===== src/rtl/operand_fetch.sv =====
// ============================================================================
// operand_fetch
//
// Datapath-side command responder for the LWE accelerator. Accepts one
// command (opcode + operand base addresses), reads the DIMENSION+1 words of
// each ciphertext operand from a single-port scratchpad with one-cycle read
// latency, and streams them to the compute unit as ordered beats over a
// valid/ready handshake (mask elements first, body element last).
//
// Optional feature macro: OPERAND_FETCH_ADDR_CHECK_EN
//   defined   : commands whose operand span would pass the top of the address
//               space are rejected with a one-cycle err pulse.
//   undefined : no check; addresses wrap modulo 2^ADDR_WIDTH, err tied to 0.
//
// Ports
//   clk, rst_n          clock (rising edge), synchronous active-low reset
//   cmd_valid/ready     command handshake; ready only while idle
//   cmd_opcode          00 encrypt, 01 decrypt, 10 add, 11 mult
//   cmd_op1_addr        operand 1 base address
//   cmd_op2_addr        operand 2 base address (used when opcode[1]=1)
//   mem_rd_en/addr      scratchpad read request
//   mem_rd_data         read data, valid the cycle after mem_rd_en
//   out_valid/ready     operand beat handshake
//   out_op1/out_op2     operand elements (out_op2=0 for single-operand ops)
//   out_opcode          latched opcode
//   out_idx/out_last    element index, last marks the body element
//   busy                fetch in progress
//   done                one-cycle pulse after the last beat is accepted
//   err                 one-cycle pulse on a rejected command
// ============================================================================
module operand_fetch #(
    parameter int CIPHERTEXT_WIDTH = 10,
    parameter int DIMENSION        = 10,
    parameter int ADDR_WIDTH       = 8,
    parameter int DIM_WIDTH        = 4
) (
    input  logic                        clk,
    input  logic                        rst_n,
    input  logic                        cmd_valid,
    output logic                        cmd_ready,
    input  logic [1:0]                  cmd_opcode,
    input  logic [ADDR_WIDTH-1:0]       cmd_op1_addr,
    input  logic [ADDR_WIDTH-1:0]       cmd_op2_addr,
    output logic                        mem_rd_en,
    output logic [ADDR_WIDTH-1:0]       mem_rd_addr,
    input  logic [CIPHERTEXT_WIDTH-1:0] mem_rd_data,
    output logic                        out_valid,
    input  logic                        out_ready,
    output logic [CIPHERTEXT_WIDTH-1:0] out_op1,
    output logic [CIPHERTEXT_WIDTH-1:0] out_op2,
    output logic [1:0]                  out_opcode,
    output logic [DIM_WIDTH-1:0]        out_idx,
    output logic                        out_last,
    output logic                        busy,
    output logic                        done,
    output logic                        err
);

    typedef enum logic [2:0] {
        S_IDLE = 3'd0,
        S_RD_A = 3'd1,
        S_RD_B = 3'd2,
        S_CAP  = 3'd3,
        S_OUT  = 3'd4
    } state_t;

    localparam logic [DIM_WIDTH-1:0] LAST_IDX = DIM_WIDTH'(DIMENSION);

    state_t                      r_state;
    state_t                      w_state_nxt;

    logic [1:0]                  r_opcode;
    logic [ADDR_WIDTH-1:0]       r_op1_base;
    logic [ADDR_WIDTH-1:0]       r_op2_base;
    logic                        r_two_op;
    logic [DIM_WIDTH-1:0]        r_idx;
    logic [CIPHERTEXT_WIDTH-1:0] r_hold;
    logic [CIPHERTEXT_WIDTH-1:0] r_out_op1;
    logic [CIPHERTEXT_WIDTH-1:0] r_out_op2;
    logic [DIM_WIDTH-1:0]        r_out_idx;
    logic                        r_out_valid;
    logic                        r_done;

    logic                        w_accept;
    logic                        w_reject;
    logic                        w_range_bad;
    logic                        w_rd_en;
    logic [ADDR_WIDTH-1:0]       w_rd_addr;
    logic [ADDR_WIDTH-1:0]       w_idx_ext;

    assign w_idx_ext = ADDR_WIDTH'(r_idx);

`ifdef OPERAND_FETCH_ADDR_CHECK_EN
    // One extra bit catches a span that runs past the top address.
    localparam logic [ADDR_WIDTH:0] DIM_EXT = (ADDR_WIDTH+1)'(DIMENSION);
    logic [ADDR_WIDTH:0] w_op1_end;
    logic [ADDR_WIDTH:0] w_op2_end;
    logic                r_err;

    assign w_op1_end   = {1'b0, cmd_op1_addr} + DIM_EXT;
    assign w_op2_end   = {1'b0, cmd_op2_addr} + DIM_EXT;
    assign w_range_bad = w_op1_end[ADDR_WIDTH] | (cmd_opcode[1] & w_op2_end[ADDR_WIDTH]);
    assign err         = r_err;

    always_ff @(posedge clk) begin
        if (!rst_n) begin
            r_err <= 1'b0;
        end else begin
            r_err <= w_reject;
        end
    end
`else
    assign w_range_bad = 1'b0;
    assign err         = 1'b0;
`endif

    // State register
    always_ff @(posedge clk) begin
        if (!rst_n) begin
            r_state <= S_IDLE;
        end else begin
            r_state <= w_state_nxt;
        end
    end

    // Next-state and read-port decode
    always_comb begin
        w_state_nxt = r_state;
        w_rd_en     = 1'b0;
        w_rd_addr   = '0;
        w_accept    = 1'b0;
        w_reject    = 1'b0;
        case (r_state)
            S_IDLE: begin
                if (cmd_valid) begin
                    if (w_range_bad) begin
                        w_reject = 1'b1;
                    end else begin
                        w_accept    = 1'b1;
                        w_state_nxt = S_RD_A;
                    end
                end
            end
            S_RD_A: begin
                w_rd_en     = 1'b1;
                w_rd_addr   = r_op1_base + w_idx_ext;
                w_state_nxt = r_two_op ? S_RD_B : S_CAP;
            end
            S_RD_B: begin
                w_rd_en     = 1'b1;
                w_rd_addr   = r_op2_base + w_idx_ext;
                w_state_nxt = S_CAP;
            end
            S_CAP: begin
                w_state_nxt = S_OUT;
            end
            S_OUT: begin
                if (out_ready) begin
                    w_state_nxt = (r_idx == LAST_IDX) ? S_IDLE : S_RD_A;
                end
            end
            default: begin
                w_state_nxt = S_IDLE;
            end
        endcase
    end

    // Command latch, element index, operand capture and beat register
    always_ff @(posedge clk) begin
        if (!rst_n) begin
            r_opcode    <= '0;
            r_op1_base  <= '0;
            r_op2_base  <= '0;
            r_two_op    <= 1'b0;
            r_idx       <= '0;
            r_hold      <= '0;
            r_out_op1   <= '0;
            r_out_op2   <= '0;
            r_out_idx   <= '0;
            r_out_valid <= 1'b0;
            r_done      <= 1'b0;
        end else begin
            r_done <= 1'b0;
            if (w_accept) begin
                r_opcode   <= cmd_opcode;
                r_op1_base <= cmd_op1_addr;
                r_op2_base <= cmd_op2_addr;
                r_two_op   <= cmd_opcode[1];
                r_idx      <= '0;
            end
            // In RD_B the operand-1 word requested in RD_A is on the bus.
            if (r_state == S_RD_B) begin
                r_hold <= mem_rd_data;
            end
            if (r_state == S_CAP) begin
                if (r_two_op) begin
                    r_out_op1 <= r_hold;
                    r_out_op2 <= mem_rd_data;
                end else begin
                    r_out_op1 <= mem_rd_data;
                    r_out_op2 <= '0;
                end
                r_out_idx   <= r_idx;
                r_out_valid <= 1'b1;
            end
            if ((r_state == S_OUT) && out_ready) begin
                r_out_valid <= 1'b0;
                if (r_idx == LAST_IDX) begin
                    r_done <= 1'b1;
                end else begin
                    r_idx <= r_idx + 1'b1;
                end
            end
        end
    end

    // cmd_ready is gated by rst_n so it stays low for the whole reset window.
    assign cmd_ready   = rst_n && (r_state == S_IDLE);
    assign busy        = (r_state != S_IDLE);
    assign mem_rd_en   = w_rd_en;
    assign mem_rd_addr = w_rd_addr;
    assign out_valid   = r_out_valid;
    assign out_op1     = r_out_op1;
    assign out_op2     = r_out_op2;
    assign out_opcode  = r_opcode;
    assign out_idx     = r_out_idx;
    assign out_last    = (r_out_idx == LAST_IDX);
    assign done        = r_done;

endmodule


===== config.mk =====
export PLATFORM = sky130hd
export DESIGN_NAME = operand_fetch
export DESIGN_NICKNAME = d
export VERILOG_FILES = /design/src/rtl/operand_fetch.sv
export SDC_FILE = /design/constraint.sdc
export NUM_CORES = 1
export LEC_CHECK = 0
export CAP_MARGIN = 0
export CORE_UTILIZATION = 35
export CTS_CLUSTER_DIAMETER = 100
export CTS_CLUSTER_SIZE = 8
export DETAILED_ROUTE_END_ITERATION = 8
export HOLD_SLACK_MARGIN = 0.1
export RECOVER_POWER = 25
export REMOVE_ABC_BUFFERS = 1
export SYNTH_ARGS = -nofsm -noshare
export SYNTH_HDL_FRONTEND = slang
export SYNTH_SLANG_ARGS = --single-unit

===== constraint.sdc =====
create_clock -name clk -period 4.5 [get_ports clk]
set_input_delay 0.45 -clock clk [delete_from_list [all_inputs] [get_ports clk]]
set_output_delay 0.45 -clock clk [all_outputs]
set_load 0.05 [all_outputs]

* Yosys cells after proc, flatten, opt, wreduce, memory -nomap -nowiden
Cells that the tools add are included.
Widths: inputs -> output; s select.
** Word-level totals
- Word-level logic and storage cells :: 47
- Flip-flop bits (word level) :: 62
- Latch bits :: 0
- Memories :: 0
- Bits of input ports :: 32
- Bits in writable memories :: 0
- Bits in read-only memories :: 0
- Output and inout bits :: 41
** Cells by class
- Equality and inequality tests :: 8
- Multipliers :: 0
- Shifts and indexed selects :: 0
- Multiplexer cells :: 15
- Bitwise logic cells :: 1
- $lt $le $gt $ge :: 0
- Div/mod/pow operators :: 0
- Add/subtract/negate cells :: 3
- Reductions and logical operators :: 8
** Operators by type and width (count)
- $mux 10 :: 2
- $add 8x4->8 :: 2
- $pmux 8 s2 :: 1
- $pmux 3 s5 :: 1
- $mux 4 :: 3
- $eq 4x4->1 const B :: 2
- $eq 3x2->1 const B :: 2
- $mux 1 :: 6
- $mux 3 :: 2
- $add 4x1->4 const B :: 1
- $ne 2x2->1 const B :: 2
- $reduce_and 2->1 :: 2
- $reduce_or 2->1 :: 2
- $eq 3x1->1 const B :: 1
- $eq 3x3->1 const B :: 1
- $logic_not 3->1 :: 1
- $reduce_bool 3->1 :: 1
- $logic_and 1x1->1 :: 2
- $not 1->1 :: 1

* Logic depth before layout (Yosys ltp)
- Depth in word-level cells :: 5
- Gate-level depth with buffers :: 13

* Least setup slack after synthesis
OpenSTA, ideal clock, no wires.
- Path type :: register to output
- Start :: register r_state[1]
- End :: output mem_rd_addr[6]
- Data required time :: 4.050 ns
- Setup slack :: 1.156 ns
- Cell stages (with the launch flop) :: 14
- Arrival time :: 2.894 ns
- Cell sequence :: dfxtp_1 > buf_2 > nor3b_2 > buf_2 > nand2_1 > nand2_1 > ha_1 > inv_1 > fa_1 > nor2b_1 > o21ai_0 > a22oi_1 > xor2_1 > nor2_1
** On the way
- Word-level cells in the longest chain between the ends :: 2
** RTL lines
- start, declared :: line 69 : state_t r_state;
- start signal, assigned :: line 122 : r_state <= w_state_nxt;
- $eq 3x2->1 or $eq 3x1->1 (tied branches) :: line 133 : case (r_state)
- $pmux 8 s2 * :: line 133
- end, declared :: line 45 : output logic [ADDR_WIDTH-1:0] mem_rd_addr,
Every way passes the cells marked *; elsewhere a longest branch is shown, timed or not.

* Final worst setup path
- Start :: register r_state[1]
- End :: output mem_rd_addr[4]
Same word-level chain as after synthesis.

==> impl_metrics.prom <==
# TYPE chip_impl_metric gauge
chip_impl_metric{name="clock_sink_count",unit=""} 61
chip_impl_metric{name="power.ir.vdd_worst",unit="mV"} 0.168
chip_impl_metric{name="leakage",unit="nW"} 1.34
chip_impl_metric{name="dpl_cell_area",unit="µm²"} 3500
chip_impl_metric{name="ys_ff_latch",unit=""} 61
chip_impl_metric{name="die_height",unit="µm"} 90.8
chip_impl_metric{name="groute.layer.met1.usage",unit="%"} 20.9
chip_impl_metric{name="layoutNonFillerInstCount",unit=""} 514
chip_impl_metric{name="max_slew_violation_count",unit=""} 58
chip_impl_metric{name="via_count",unit=""} 2472
chip_impl_metric{name="fin_crit_sh",unit="%"} 89.1
chip_impl_info{name="grt_setup_unrepaired",value="no"} 1
chip_impl_metric{name="cp_data_arrival_time",unit="ns"} 3.56
chip_impl_metric{name="drt_pre_antenna_iters",unit=""} 6
chip_impl_info{name="min_path_type",value="reg -> reg"} 1
chip_impl_metric{name="global_route_wire_length_before_repair",unit="µm"} 11400
chip_impl_metric{name="clockBufferDepth",unit=""} 2
chip_impl_metric{name="ys_types",unit=""} 40
chip_impl_metric{name="drt.antenna.violating_nets",unit=""} 0
chip_impl_metric{name="drc_errors",unit=""} 0
chip_impl_metric{name="final_layout_size_suffix_gt1_share",unit="%"} 6.07
chip_impl_metric{name="cts.htree.levels",unit=""} 3
chip_impl_metric{name="design.final.nets",unit=""} 446
chip_impl_metric{name="worstPathMaxFanout",unit=""} 20
chip_impl_info{name="grt-busiest-layer",value="met2"} 1
chip_impl_metric{name="finalSetupViolations",unit=""} 0
chip_impl_metric{name="synth_cells",unit=""} 347
chip_impl_metric{name="syn_to_final_growth",unit="%"} 34.4
chip_impl_metric{name="grt_overflow_total",unit=""} 0
chip_impl_metric{name="holdBufCountCts",unit=""} 0
chip_impl_metric{name="dieArea",unit="µm²"} 8250
chip_impl_metric{name="groute.layer.met2.usage",unit="%"} 28.7
chip_impl_metric{name="dp_hpwl",unit="µm"} 4530
chip_impl_metric{name="gr-usage-met3",unit="%"} 4.38
chip_impl_metric{name="setup_slack",unit="ns"} 0.489
chip_impl_metric{name="drt-initial-drc-count",unit=""} 48
chip_impl_metric{name="clock_latency_on_the_worst_skew_pair",unit="ns"} 0.34
chip_impl_metric{name="fin_area",unit="µm²"} 3710
chip_impl_metric{name="wirelength",unit="µm"} 6630
chip_impl_metric{name="post_cts_resized",unit=""} 0
chip_impl_info{name="status",value="finished with violations"} 1
chip_impl_info{name="timing_worst_setup_path_type",value="reg -> out"} 1
chip_impl_metric{name="fin_tns_setup",unit="ns"} 0
chip_impl_metric{name="std_cell_rows",unit=""} 32
chip_impl_metric{name="number_of_buffers_added_by_the_clock_tree_synthesis_step",unit=""} 9
chip_impl_metric{name="die-width",unit="µm"} 90.8
chip_impl_metric{name="yosys_warnings",unit=""} 0
chip_impl_metric{name="port_buffers",unit=""} 71
chip_impl_metric{name="preCtsSetupSlack",unit="ns"} 0.859
chip_impl_info{name="startpoint_class",value="flop"} 1
chip_impl_metric{name="seq_area_frac_synth",unit="%"} 44.2
chip_impl_metric{name="post_synth_instance_area",unit="µm²"} 2760
chip_impl_metric{name="power.density",unit="nW/µm²"} 428
chip_impl_metric{name="final_period_minus_worst_setup_slack",unit="ns"} 4.01
chip_impl_metric{name="insertedDiodeCount",unit=""} 0
chip_impl_metric{name="vias_per_cell",unit=""} 4.81
chip_impl_info{name="cts_tree",value="done"} 1
chip_impl_metric{name="actual_transition_at_the_worst_max_transition_pin",unit="ns"} 2.51
chip_impl_metric{name="max_cap_viols",unit=""} 1
chip_impl_metric{name="first_global_vias",unit=""} 2477
chip_impl_metric{name="place.detailed.instances",unit=""} 498
chip_impl_metric{name="path_clk_slew",unit="ns"} 0.07
chip_impl_metric{name="final-hold-violation-count",unit=""} 0
chip_impl_metric{name="slew_headroom",unit="%"} -67.4
chip_impl_metric{name="grt_antenna_before_repair",unit=""} 0
chip_impl_metric{name="finalWeightedCongestion",unit=""} 0.735
chip_impl_metric{name="ios",unit=""} 73
chip_impl_metric{name="avgSynthCellArea",unit="µm²"} 7.96
chip_impl_metric{name="global_route_usage_sum",unit="%"} 17.4
chip_impl_metric{name="fin_skew",unit="ns"} 0.00750
chip_impl_metric{name="critPathRequiredTime",unit="ns"} 4.05
chip_impl_metric{name="grt_max_degree",unit=""} 58
chip_impl_metric{name="worst_hold_slack",unit="ns"} 0.452
chip_impl_metric{name="postCtsSetupRepairBufs",unit=""} 0
chip_impl_metric{name="floorplan.core_area",unit="µm²"} 7690
chip_impl_info{name="violations_in_the_final_reports",value="max-capacitance violations, max-slew violations"} 1
chip_impl_info{name="setup.worst_path.end_class",value="primary output"} 1
chip_impl_metric{name="initial_core_util",unit="%"} 35.9
chip_impl_info{name="cts.root.buffer_cell",value="sky130_fd_sc_hd__clkbuf_8"} 1
chip_impl_metric{name="max_freq",unit="MHz"} 249
chip_impl_metric{name="detail_routed_net_length_per_standard_cell",unit="µm"} 12.9
[layout make-up]
cell class | count | area [µm²]
clock buffer | 9 | 124
clock inverter | 7 | 98.8
fill | 774 | 3970
inverter | 8 | 30.0
multi-input combinational | 252 | 1380
sequential | 61 | 1220
tap | 102 | 128
timing repair buffer | 75 | 731
[synth_stat cells, drive strengths merged]
cell    instances  area, µm²
nor3            4       20.0
mux2            1       15.0
inv             8       30.0
and3b           1       8.76
a211oi         12       90.1
nor4bb          1       10.0
o32ai           1       8.76
o21ai           8       40.0
xnor2           2       17.5
a31oi           1       6.26
buf            14       85.1
and2            3       18.8
nand3          15       75.1
nand4b          1       8.76
and3            4       30.0
a22oi           1       7.51
dfxtp          61       1220
a21o            1       7.51
nand3b          2       15.0
o21a            1       7.51
or3b            1       11.3
nand2b          2       12.5
nor2           25       93.8
clkbuf         12       45.0
o221ai          1       15.0
ha              6       75.1
xor2            3       26.3
a21oi          47        235
and4bb          1       12.5
nand2          89        334
conb            1       3.75
fa              1       20.0
nor3b           1       12.5
mux2i          13        130
nor2b           2       12.5
[cell families (layout without fill, tap and decap cells)]
group / count (synthesis) / after routing / share of synthesized area, %
compound gates: 73 / 73 / 15.1
xor+xnor: 5 / 5 / 1.59
fa+ha+maj: 7 / 7 / 3.44
buf+inv: 34 / 99 / 5.80
flops: 61 / 61 / 44.2
mux: 14 / 14 / 5.25
other cells: 1 / 1 / 0.136
simple gates: 152 / 152 / 24.5
[registers in the layout, indices dropped and copies added, names as in the netlist, 2 cells and up]
signal	cells
r_hold	10
r_op2_base	8
out_op2	10
out_opcode	2
r_idx	4
out_op1	10
out_idx	4
r_op1_base	8
r_state	3
[final timing paths]
check                                          endpoint  cells after the start                    start  slack [ns]
worst max register to register  out_op2[5]$_SDFFE_PN0P_                      4  r_state[0]$_SDFFE_PN0P_        2.29
worst min-delay path            out_op2[0]$_SDFFE_PN0P_                      2  out_op2[0]$_SDFFE_PN0P_        0.45
worst min register to register  out_op2[0]$_SDFFE_PN0P_                      2  out_op2[0]$_SDFFE_PN0P_        0.45
worst max-delay path                     mem_rd_addr[4]                     12  r_state[1]$_SDFFE_PN0P_        0.49
[power by group]
group	total (mW)	leakage [nW]	switching [mW]	internal, mW
Combinational	0.422	0.738	0.274	0.149
Sequential	0.622	0.496	0.0367	0.586
Clock	0.544	0.110	0.230	0.314
[metal layers]
layer | routed length [µm] | up-vias
li1 | - | 1286
met3 | 304 | 12
met2 | 3110 | 68
met5 | 0 | -
met4 | 133 | 0
met1 | 3090 | 1106
[critical path: stages, from the launching register on]
cell and delay (ns):
sky130_fd_sc_hd__dfxtp_1 0.51, sky130_fd_sc_hd__or3b_4 0.56, sky130_fd_sc_hd__nand2_1 0.11, sky130_fd_sc_hd__nand2_1 0.06
sky130_fd_sc_hd__ha_1 0.20, sky130_fd_sc_hd__inv_1 0.08, sky130_fd_sc_hd__fa_1 0.19, sky130_fd_sc_hd__nor2b_1 0.06
sky130_fd_sc_hd__o21ai_0 0.21, sky130_fd_sc_hd__nand2_1 0.10, sky130_fd_sc_hd__xor2_1 0.18, sky130_fd_sc_hd__and2_1 0.16
sky130_fd_sc_hd__clkdlybuf4s50_1 0.80
[stage by stage]
step                util (%)  total power, mW
finish                  48.3             1.59
global placement        45.5             1.05
floorplan                  -            0.907
global route            48.3             1.67
CTS                     48.4             1.61
detailed placement      45.5             1.06
[layout by cell type, fill, tap and decap left out, drive strengths merged, types with 2 or more instances in the layout]
| cell | count |
|---|---|
| clkinv | 4 |
| and3 | 4 |
| nand2 | 89 |
| mux2i | 13 |
| nand3 | 15 |
| inv | 8 |
| ha | 6 |
| nand2b | 2 |
| xnor2 | 2 |
| a21oi | 47 |
| buf | 3 |
| clkbuf | 11 |
| xor2 | 3 |
| bufinv | 2 |
| nor2b | 2 |
| nor2 | 25 |
| and2 | 3 |
| clkdlybuf4s50 | 69 |
| dfxtp | 61 |
| nand3b | 2 |
| nor3 | 4 |
| a211oi | 12 |
| o21ai | 8 |
Note: power is estimated with default switching activity, not from simulation.
